<file path="config.mk">
export PLATFORM = sky130hd
export DESIGN_NAME = uart_tx_arbiter
export DESIGN_NICKNAME = d
export VERILOG_FILES = /design/src/rtl/uart_tx_arbiter.sv
export SDC_FILE = /design/constraint.sdc
export NUM_CORES = 1
export LEC_CHECK = 0
export ABC_AREA = 1
export BUFFER_PORTS_ARGS = -buffer_cell sky130_fd_sc_hd__buf_2
export CORE_MARGIN = 8
export CORE_UTILIZATION = 49
export CTS_CLUSTER_DIAMETER = 50
export DETAILED_ROUTE_END_ITERATION = 6
export GPL_ROUTABILITY_DRIVEN = 0
export PLACE_DENSITY = 0.76
export SLEW_MARGIN = 10
export SYNTH_ARGS = -nofsm -noshare
export SYNTH_HDL_FRONTEND = slang
export SYNTH_SLANG_ARGS = --single-unit
</file>
<file path="constraint.sdc">
create_clock -name clk -period 2.5 [get_ports clk]
set_input_delay 0.5 -clock clk [delete_from_list [all_inputs] [get_ports clk]]
set_output_delay 0.5 -clock clk [all_outputs]
set_load 0.005 [all_outputs]
</file>
<file path="src/rtl/uart_tx_arbiter.sv">
// ---------------------------------------------------------------------------
// uart_tx_arbiter
//
// Round-robin arbiter that lets four requesters share one byte-wide UART
// transmitter. A request is granted only while the arbiter is idle and the
// UART reports txrdy. The granted byte is then strobed out on tx_vld, and the
// arbiter waits for the UART's txrdy handshake (high -> low -> high) before
// it grants again. If txrdy never falls after a strobe, the byte is dropped,
// tmo_err pulses and the arbiter goes back to idle.
//
// Optional feature (compile-time macro UART_TX_TAG_EN):
//   Each grant first sends a tag byte TAG_BASE | src and then sends the
//   data byte. Each byte gets its own txrdy handshake. A timeout on the tag
//   byte abandons the data byte.
//
// Parameters:
//   TAG_BASE  base value of the tag byte (low two bits carry the source)
//   BUSY_TMO  WAIT_LO cycles allowed for txrdy to fall, 2..15
//
// Ports:
//   clk                  rising-edge clock
//   rst                  asynchronous active-high reset
//   req[3:0]             per-requester send request, held until ack
//   req_data0..3[7:0]    requester bytes, stable while req is high
//   ack[3:0]             one-cycle pulse: requester's byte captured
//   tx_vld               one-cycle strobe to the UART transmitter
//   tx_data[7:0]         byte presented with tx_vld (held otherwise)
//   txrdy                UART idle (low while a frame is in flight)
//   busy                 high whenever the FSM is not in IDLE
//   last_src[1:0]        most recently granted requester
//   tmo_err              one-cycle pulse on txrdy timeout
// ---------------------------------------------------------------------------
module uart_tx_arbiter #(
  parameter logic [7:0]  TAG_BASE = 8'hA0,
  parameter int unsigned BUSY_TMO = 4
) (
  input  logic       clk,
  input  logic       rst,
  input  logic [3:0] req,
  input  logic [7:0] req_data0,
  input  logic [7:0] req_data1,
  input  logic [7:0] req_data2,
  input  logic [7:0] req_data3,
  output logic [3:0] ack,
  output logic       tx_vld,
  output logic [7:0] tx_data,
  input  logic       txrdy,
  output logic       busy,
  output logic [1:0] last_src,
  output logic       tmo_err
);

  localparam logic [2:0] IDLE      = 3'd0;
  localparam logic [2:0] ISSUE     = 3'd1;
  localparam logic [2:0] WAIT_LO   = 3'd2;
  localparam logic [2:0] WAIT_HI   = 3'd3;
`ifdef UART_TX_TAG_EN
  localparam logic [2:0] TAG_ISSUE = 3'd4;
`endif

  // The counter starts at 0 on the first WAIT_LO cycle, so the last allowed
  // cycle is the one where it reads BUSY_TMO-1.
  localparam logic [3:0] TMO_LAST = 4'(BUSY_TMO - 1);

  logic [2:0] state;
  logic [3:0] wait_cnt;
  logic       grant_vld;
  logic [1:0] grant_idx;
  logic [1:0] cand;
  logic [7:0] grant_data;

`ifdef UART_TX_TAG_EN
  // Data byte parked here while the tag byte is on the wire; tag_phase says
  // the current handshake belongs to the tag so WAIT_HI continues to ISSUE.
  logic [7:0] byte_q;
  logic       tag_phase;
`else
  // Without tagging only the data byte goes out, and tx_data itself is the
  // latched byte register. The tag base is kept referenced here.
  logic [7:0] unused_tag_base;
  assign unused_tag_base = TAG_BASE;
`endif

  assign busy = (state != IDLE);

  // Round-robin search starting one past the last winner; 2-bit wrap makes
  // last_src=3 start the search at 0.
  always_comb begin
    grant_vld = 1'b0;
    grant_idx = last_src;
    cand      = 2'd0;
    for (int i = 1; i <= 4; i++) begin
      cand = last_src + 2'(i);
      if (!grant_vld && req[cand]) begin
        grant_vld = 1'b1;
        grant_idx = cand;
      end
    end
  end

  always_comb begin
    case (grant_idx)
      2'd0:    grant_data = req_data0;
      2'd1:    grant_data = req_data1;
      2'd2:    grant_data = req_data2;
      default: grant_data = req_data3;
    endcase
  end

  // ack, tx_vld and tmo_err default low every cycle so they can only ever be
  // single-cycle pulses. tx_vld is set on the edge that enters ISSUE or
  // TAG_ISSUE, so it is high exactly while the FSM sits in that state.
  always_ff @(posedge clk or posedge rst) begin
    if (rst) begin
      state     <= IDLE;
      wait_cnt  <= 4'd0;
      last_src  <= 2'd3;
      ack       <= 4'd0;
      tx_vld    <= 1'b0;
      tx_data   <= 8'h00;
      tmo_err   <= 1'b0;
`ifdef UART_TX_TAG_EN
      byte_q    <= 8'h00;
      tag_phase <= 1'b0;
`endif
    end else begin
      ack     <= 4'd0;
      tx_vld  <= 1'b0;
      tmo_err <= 1'b0;
      case (state)
        IDLE: begin
          if (grant_vld && txrdy) begin
            last_src <= grant_idx;
            ack      <= 4'b0001 << grant_idx;
            tx_vld   <= 1'b1;
`ifdef UART_TX_TAG_EN
            byte_q    <= grant_data;
            tx_data   <= TAG_BASE | {6'b0, grant_idx};
            tag_phase <= 1'b1;
            state     <= TAG_ISSUE;
`else
            tx_data  <= grant_data;
            state    <= ISSUE;
`endif
          end
        end
`ifdef UART_TX_TAG_EN
        TAG_ISSUE: begin
          wait_cnt <= 4'd0;
          state    <= WAIT_LO;
        end
`endif
        ISSUE: begin
          wait_cnt <= 4'd0;
          state    <= WAIT_LO;
        end
        WAIT_LO: begin
          if (!txrdy) begin
            state <= WAIT_HI;
          end else if (wait_cnt == TMO_LAST) begin
            // Byte is abandoned; a tag timeout also abandons the data byte.
            tmo_err <= 1'b1;
            state   <= IDLE;
`ifdef UART_TX_TAG_EN
            tag_phase <= 1'b0;
`endif
          end else begin
            wait_cnt <= wait_cnt + 4'd1;
          end
        end
        WAIT_HI: begin
          if (txrdy) begin
`ifdef UART_TX_TAG_EN
            if (tag_phase) begin
              tag_phase <= 1'b0;
              tx_vld    <= 1'b1;
              tx_data   <= byte_q;
              state     <= ISSUE;
            end else begin
              state <= IDLE;
            end
`else
            state <= IDLE;
`endif
          end
        end
        default: state <= IDLE;
      endcase
    end
  end

endmodule

</file>
## After elaboration in Yosys (flattened, before gate mapping)

Index checks and enable logic that the tools add are counted.
W data, S select, Z words.

- Flip-flop bits (word level): 23
- Logic and storage cells: 73

- Add/sub/neg operators: 4
- Equal/unequal tests: 11
- Shift operators: 1
- Reduce and logical (&&, ||, !) cells: 14
- Order comparisons: 4
- Multiplexer cells: 32

Operator list:

| cell | count |
|---|---|
| $pmux W8 S3 | 1 |
| $mux W4 | 4 |
| $mux W1 | 13 |
| $lt A2 B3 Y1 const B | 4 |
| $mux W3 | 4 |
| $pmux W3 S4 | 1 |
| $bmux W1 S2 | 4 |
| $mux W2 | 4 |
| $ne A2 B2 Y1 const B | 4 |
| $pmux W4 S2 | 1 |
| $eq A3 B2 Y1 const B | 2 |
| $reduce_and A3 Y1 | 2 |
| $add A2 B2 Y2 const B | 2 |
| $add A4 B1 Y4 const B | 1 |
| $eq A4 B2 Y1 const B | 1 |
| $logic_and A1 B1 Y1 | 4 |
| $shl A1 B2 Y4 const A | 1 |
| $eq A3 B1 Y1 const B | 1 |
| $logic_not A1 Y1 | 3 |
| $logic_not A3 Y1 | 1 |
| $ne A3 B3 Y1 const B | 1 |
| $reduce_bool A3 Y1 | 1 |
| $add A2 B1 Y2 const B | 1 |
| $eq A2 B1 Y1 const B | 1 |
| other kinds (4) | 4 |

## Longest topological paths before layout

- Depth in word-level cells: 16
- Mapped depth: 16

## Worst setup path after synthesis

OpenSTA, ideal clock, no wires.

- Path type: reg-to-reg
- Start point: register last_src[0]
- End point: register tx_data[1]
- Period minus slack after synthesis: 1.867 ns
- Buffers on the path: 2
- Arrival: 1.750 ns
- Setup time: 0.116 ns
- Data required time: 2.384 ns
- Cell stages (with the launch flop): 15
- Setup slack: 0.633 ns
- Path through: dfstp_2 buf_6 inv_6 nand2_1 nand2_1 nand2_2 nand2_4 or2_0 nand3_2 nand2_4 buf_6 o21ai_1 nand3_1 nand2_1 nand2_1

- Word-level cells in the longest chain between the ends: 15
- Elaborated cells between the ends (all ways): 31
- Those cells by class: 3 x add/sub; 2 x eq/ne; 17 x mux; 9 x reduce/logical

Ends and longest elaborated chain:

| item | line | RTL |
|---|---|---|
| from (decl) | 49 | `output logic [1:0] last_src,` |
| from (signal assigned) | 133 | `last_src <= grant_idx;` |
| $add A2 B1 Y2 | 93 | `cand = last_src + 2'(i);` |
| $bmux W1 S2 | 94 | `if (!grant_vld && req[cand]) begin` |
| $mux W1 (not written as such) | 94 |  |
| $mux W1 | 94 |  |
| $logic_not A1 Y1 | 94 |  |
| $logic_and A1 B1 Y1 | 94 |  |
| $mux W1 | 94 |  |
| $logic_not A1 Y1 | 94 |  |
| $logic_and A1 B1 Y1 | 94 |  |
| $mux W1 | 94 |  |
| $logic_not A1 Y1 | 94 |  |
| $logic_and A1 B1 Y1 | 94 |  |
| $mux W2 or $mux W1 (tied branches) | 94 |  |
| $eq A2 B2 Y1, or another cell as far along | 102 | `case (grant_idx)` |
| $pmux W8 S3 or $reduce_and A2 Y1 (tied branches) | - |  |
| to (signal assigned) | 142 | `tx_data <= grant_data;` |
| to (decl) | 46 | `output logic [7:0] tx_data,` |

Several ways; a longest one is shown, not always the timed one. The select of a mux whose other input is x is not followed.
A chain may end at the register's enable or synchronous reset.

## Worst setup path after layout

- Start point: register last_src[0]
- End point: register tx_data[0]

Same word-level chain as after synthesis.

==> impl_metrics.json <==
{
  "dp.cells": 302,
  "worstRegToRegCells": 13,
  "ios": 56,
  "synth_simple_gate_area_frac": 0.4251,
  "synthCells": 221,
  "path_buf_inv": 2,
  "crit_chain": "inv_6 > nand2_1 > nand2_1 > nand2_2 > nand2_4 > nor2_4 > nand3_1 > nand2_4 > nand3_1 > nand2_1 > inv_1 > nand2_1 > nand2_1",
  "synth_compound_area_frac": 0.06880,
  "fp-row-count": 20,
  "cts_max_level": 1,
  "final_hold_viol_count": 0,
  "filler_cell_count": 305,
  "crit_path_top_delay_cell": "dfstp_2",
  "final_layout_size_suffix_gt1_frac": 0.2757,
  "grt_pass1_vias": 1570,
  "use_met3": 0.06695,
  "worstSetupEndpointType": "register",
  "grt_use_met1": 0.2088,
  "synth_flop_cell": "dfrtp_1",
  "tns_ns": 0,
  "initial_utilization": 0.5087,
  "min_period_over_period": 0.8571,
  "cap_violations": 0,
  "path_clk_slew_ns": 0.12,
  "r2r_end": "tx_data[0]",
  "worst_pin_slew_ns": 0.8110,
  "worst_clock_skew_ns": 0.007005,
  "whs_ns": 0.3344,
  "yosysMostFrequentCell": "nand2_1",
  "grt_max_degree": 28,
  "place_hpwl_um": 3016,
  "drc_errors": 0,
  "cts_tree": "yes",
  "grt_pass1_wl_um": 6831,
  "post-place-ws_ns": 0.2578,
  "worstSetupPathType": "reg2reg",
  "yosysWarnings": 0,
  "arrival_ns": 2.35,
  "status": "finished, final reports clean",
  "leakagePower_nw": 1.055,
  "final_cells": 305,
  "cts.sinks": 22,
  "wl_um": 3885,
  "finalCriticalPeriod_ns": 2.143,
  "antenna_found_initial": 0,
  "fp.dieW_um": 71.84,
  "slowest_delay_ns": 0.68,
  "synth_top_family_by_area": "simple AND/OR/NAND/NOR gates",
  "grt.total_usage": 0.1593,
  "vias_per_cell": 5.039,
  "synthesis.nets": 261,
  "drt_iter0_markers": 94,
  "hold_buffers": 0,
  "use_met2": 0.2409,
  "slew_headroom": 0.4587,
  "syn_area_um2": 1528,
  "synth_area_leaders": "dfrtp_1 33%, nand2_1 17%, nand3_1 15%",
  "critPathLaunchType": "register",
  "yosys.area.top_type": "dfrtp_1",
  "ys_ff_latch": 22,
  "diodes": 0,
  "die_area_um2": 5160,
  "cp_max_fo": 27,
  "synth_mux_area_frac": 0,
  "nets": 314,
  "crit_family": "simple AND/OR/NAND/NOR gates",
  "drtAntennaViolNets": 0,
  "worstReg2RegStart": "last_src[0]",
  "numCtsBuffers": 3,
  "synth_area_per_cell_um2": 6.913,
  "ys_top_cells_by_count": "69 x nand2_1, 47 x nand3_1, 28 x inv_1",
  "synthAdderAreaFrac": 0.008190,
  "clockRootBuffer": "clkbuf_4",
  "r2r_setup_slack_ns": 0.36,
  "vias": 1537,
  "cp_common_cell": "nand2_1",
  "yosysUniqueCellTypes": 27,
  "port_buffers": 55,
  "cts.path.max_buffers": 2,
  "clkLatencyLatePin_ns": 0.30,
  "yosysTopAreaCellShare": 0.3276,
  "first_pass_iters": 4,
  "core_area_um2": 3003,
  "syn_to_final_growth_pct": 18.02,
  "timing.fmax_mhz": 466.7,
  "setup_viol": 0,
  "grt-ovfl-total": 0,
  "synth-xor-area-share": 0.01147,
  "die_h_um": 71.84,
  "cp.required_ns": 2.70,
  "slew_viol_final": 0,
  "wl_per_cell_um": 12.74,
  "min_path_type": "in2async",
  "peakVddDrop_mv": 1.034,
  "top_usage_layer": "met2",
  "ys_seq_area_frac": 0.3620,
  "power-per-cell-area_nw_per_um2": 1491,
  "rsz0062_at_grt": "false",
  "synth_edf_count": 0,
  "fin_ws_ns": 0.3573,
  "ys_async_sr_fraction": 1.000
}
## cells by family after synthesis
logic type / after synthesis
and+or+nand+nor: 138
DFF: 22
buffers and inverters: 38
AOI/OAI and AO/OA: 20
adders and majority gates: 1
xor gates and xnor gates: 2
## worst max-delay path by stage
stage               depth (start not counted)   startpoint          to
floorplan                                  14  last_src[0]  tx_data[1]
global placement                           13  last_src[0]  tx_data[6]
detailed placement                         13  last_src[0]  tx_data[0]
CTS                                        13  last_src[0]  tx_data[0]
global route                               10  last_src[0]      ack[0]
finish                                     13  last_src[0]  tx_data[0]
## flip-flops by register name (all words and copies together), names as in the netlist
register and count:
tx_data 8, ack 4, wait_cnt 4, last_src 2
state 2, tmo_err 1, tx_vld 1
## repair_timing
item | in CTS | in global routing
buffers inserted | 0 | 0
endpoints found under the setup margin | 0 | 1
gates resized for setup | 0 | 1
## routing by layer
| metal | vias up | part of all wire |
|---|---|---|
| li1 | 816 | - |
| met1 | 661 | 0.48 |
| met2 | 58 | 0.42 |
| met3 | 2 | 0.095 |
| met4 | 0 | 0.0021 |
| met5 | - | 0 |
## metrics by stage
stage | instance area (µm²) | power [mW] | util
after global placement | 1775 | 2.505 | 0.5913
final | 1803 | 2.689 | 0.6004
after detailed placement | 1775 | 2.532 | 0.5913
after CTS | 1798 | 2.692 | 0.5988
after global routing | 1803 | 3.035 | 0.6004
after floorplan | 1528 | 2.247 | -
## layout by cell type, fill, tap and decap left out, drive strengths merged
| cell | count |
|---|---|
| a22oi | 1 |
| nor4 | 1 |
| buf | 55 |
| nand2 | 77 |
| o21ai | 16 |
| or2 | 1 |
| dfstp | 2 |
| inv | 31 |
| a21oi | 1 |
| dfrtp | 20 |
| xnor2 | 1 |
| xor2 | 1 |
| nor2 | 4 |
| nor3 | 4 |
| nand4 | 2 |
| clkbuf | 3 |
| nand3 | 49 |
| ha | 1 |
| o22ai | 2 |
## where the power goes
group / total (mW) / switching (mW) / internal (mW)
Sequential: 0.621 / 0.112 / 0.509
Combinational: 1.91 / 1.28 / 0.630
Clock: 0.155 / 0.0987 / 0.0561
## layout make-up
class / count / area [µm²] / area share
Clock buffer: 3 / 22.52 / 0.01249
Inverter: 31 / 121.4 / 0.06731
Multi-Input combinational cell: 161 / 789.5 / 0.4379
Sequential cell: 22 / 553.0 / 0.3067
Tap cell: 33 / 41.29 / 0.02290
Timing Repair Buffer: 55 / 275.3 / 0.1527
Power figures use the tool's default switching activity.
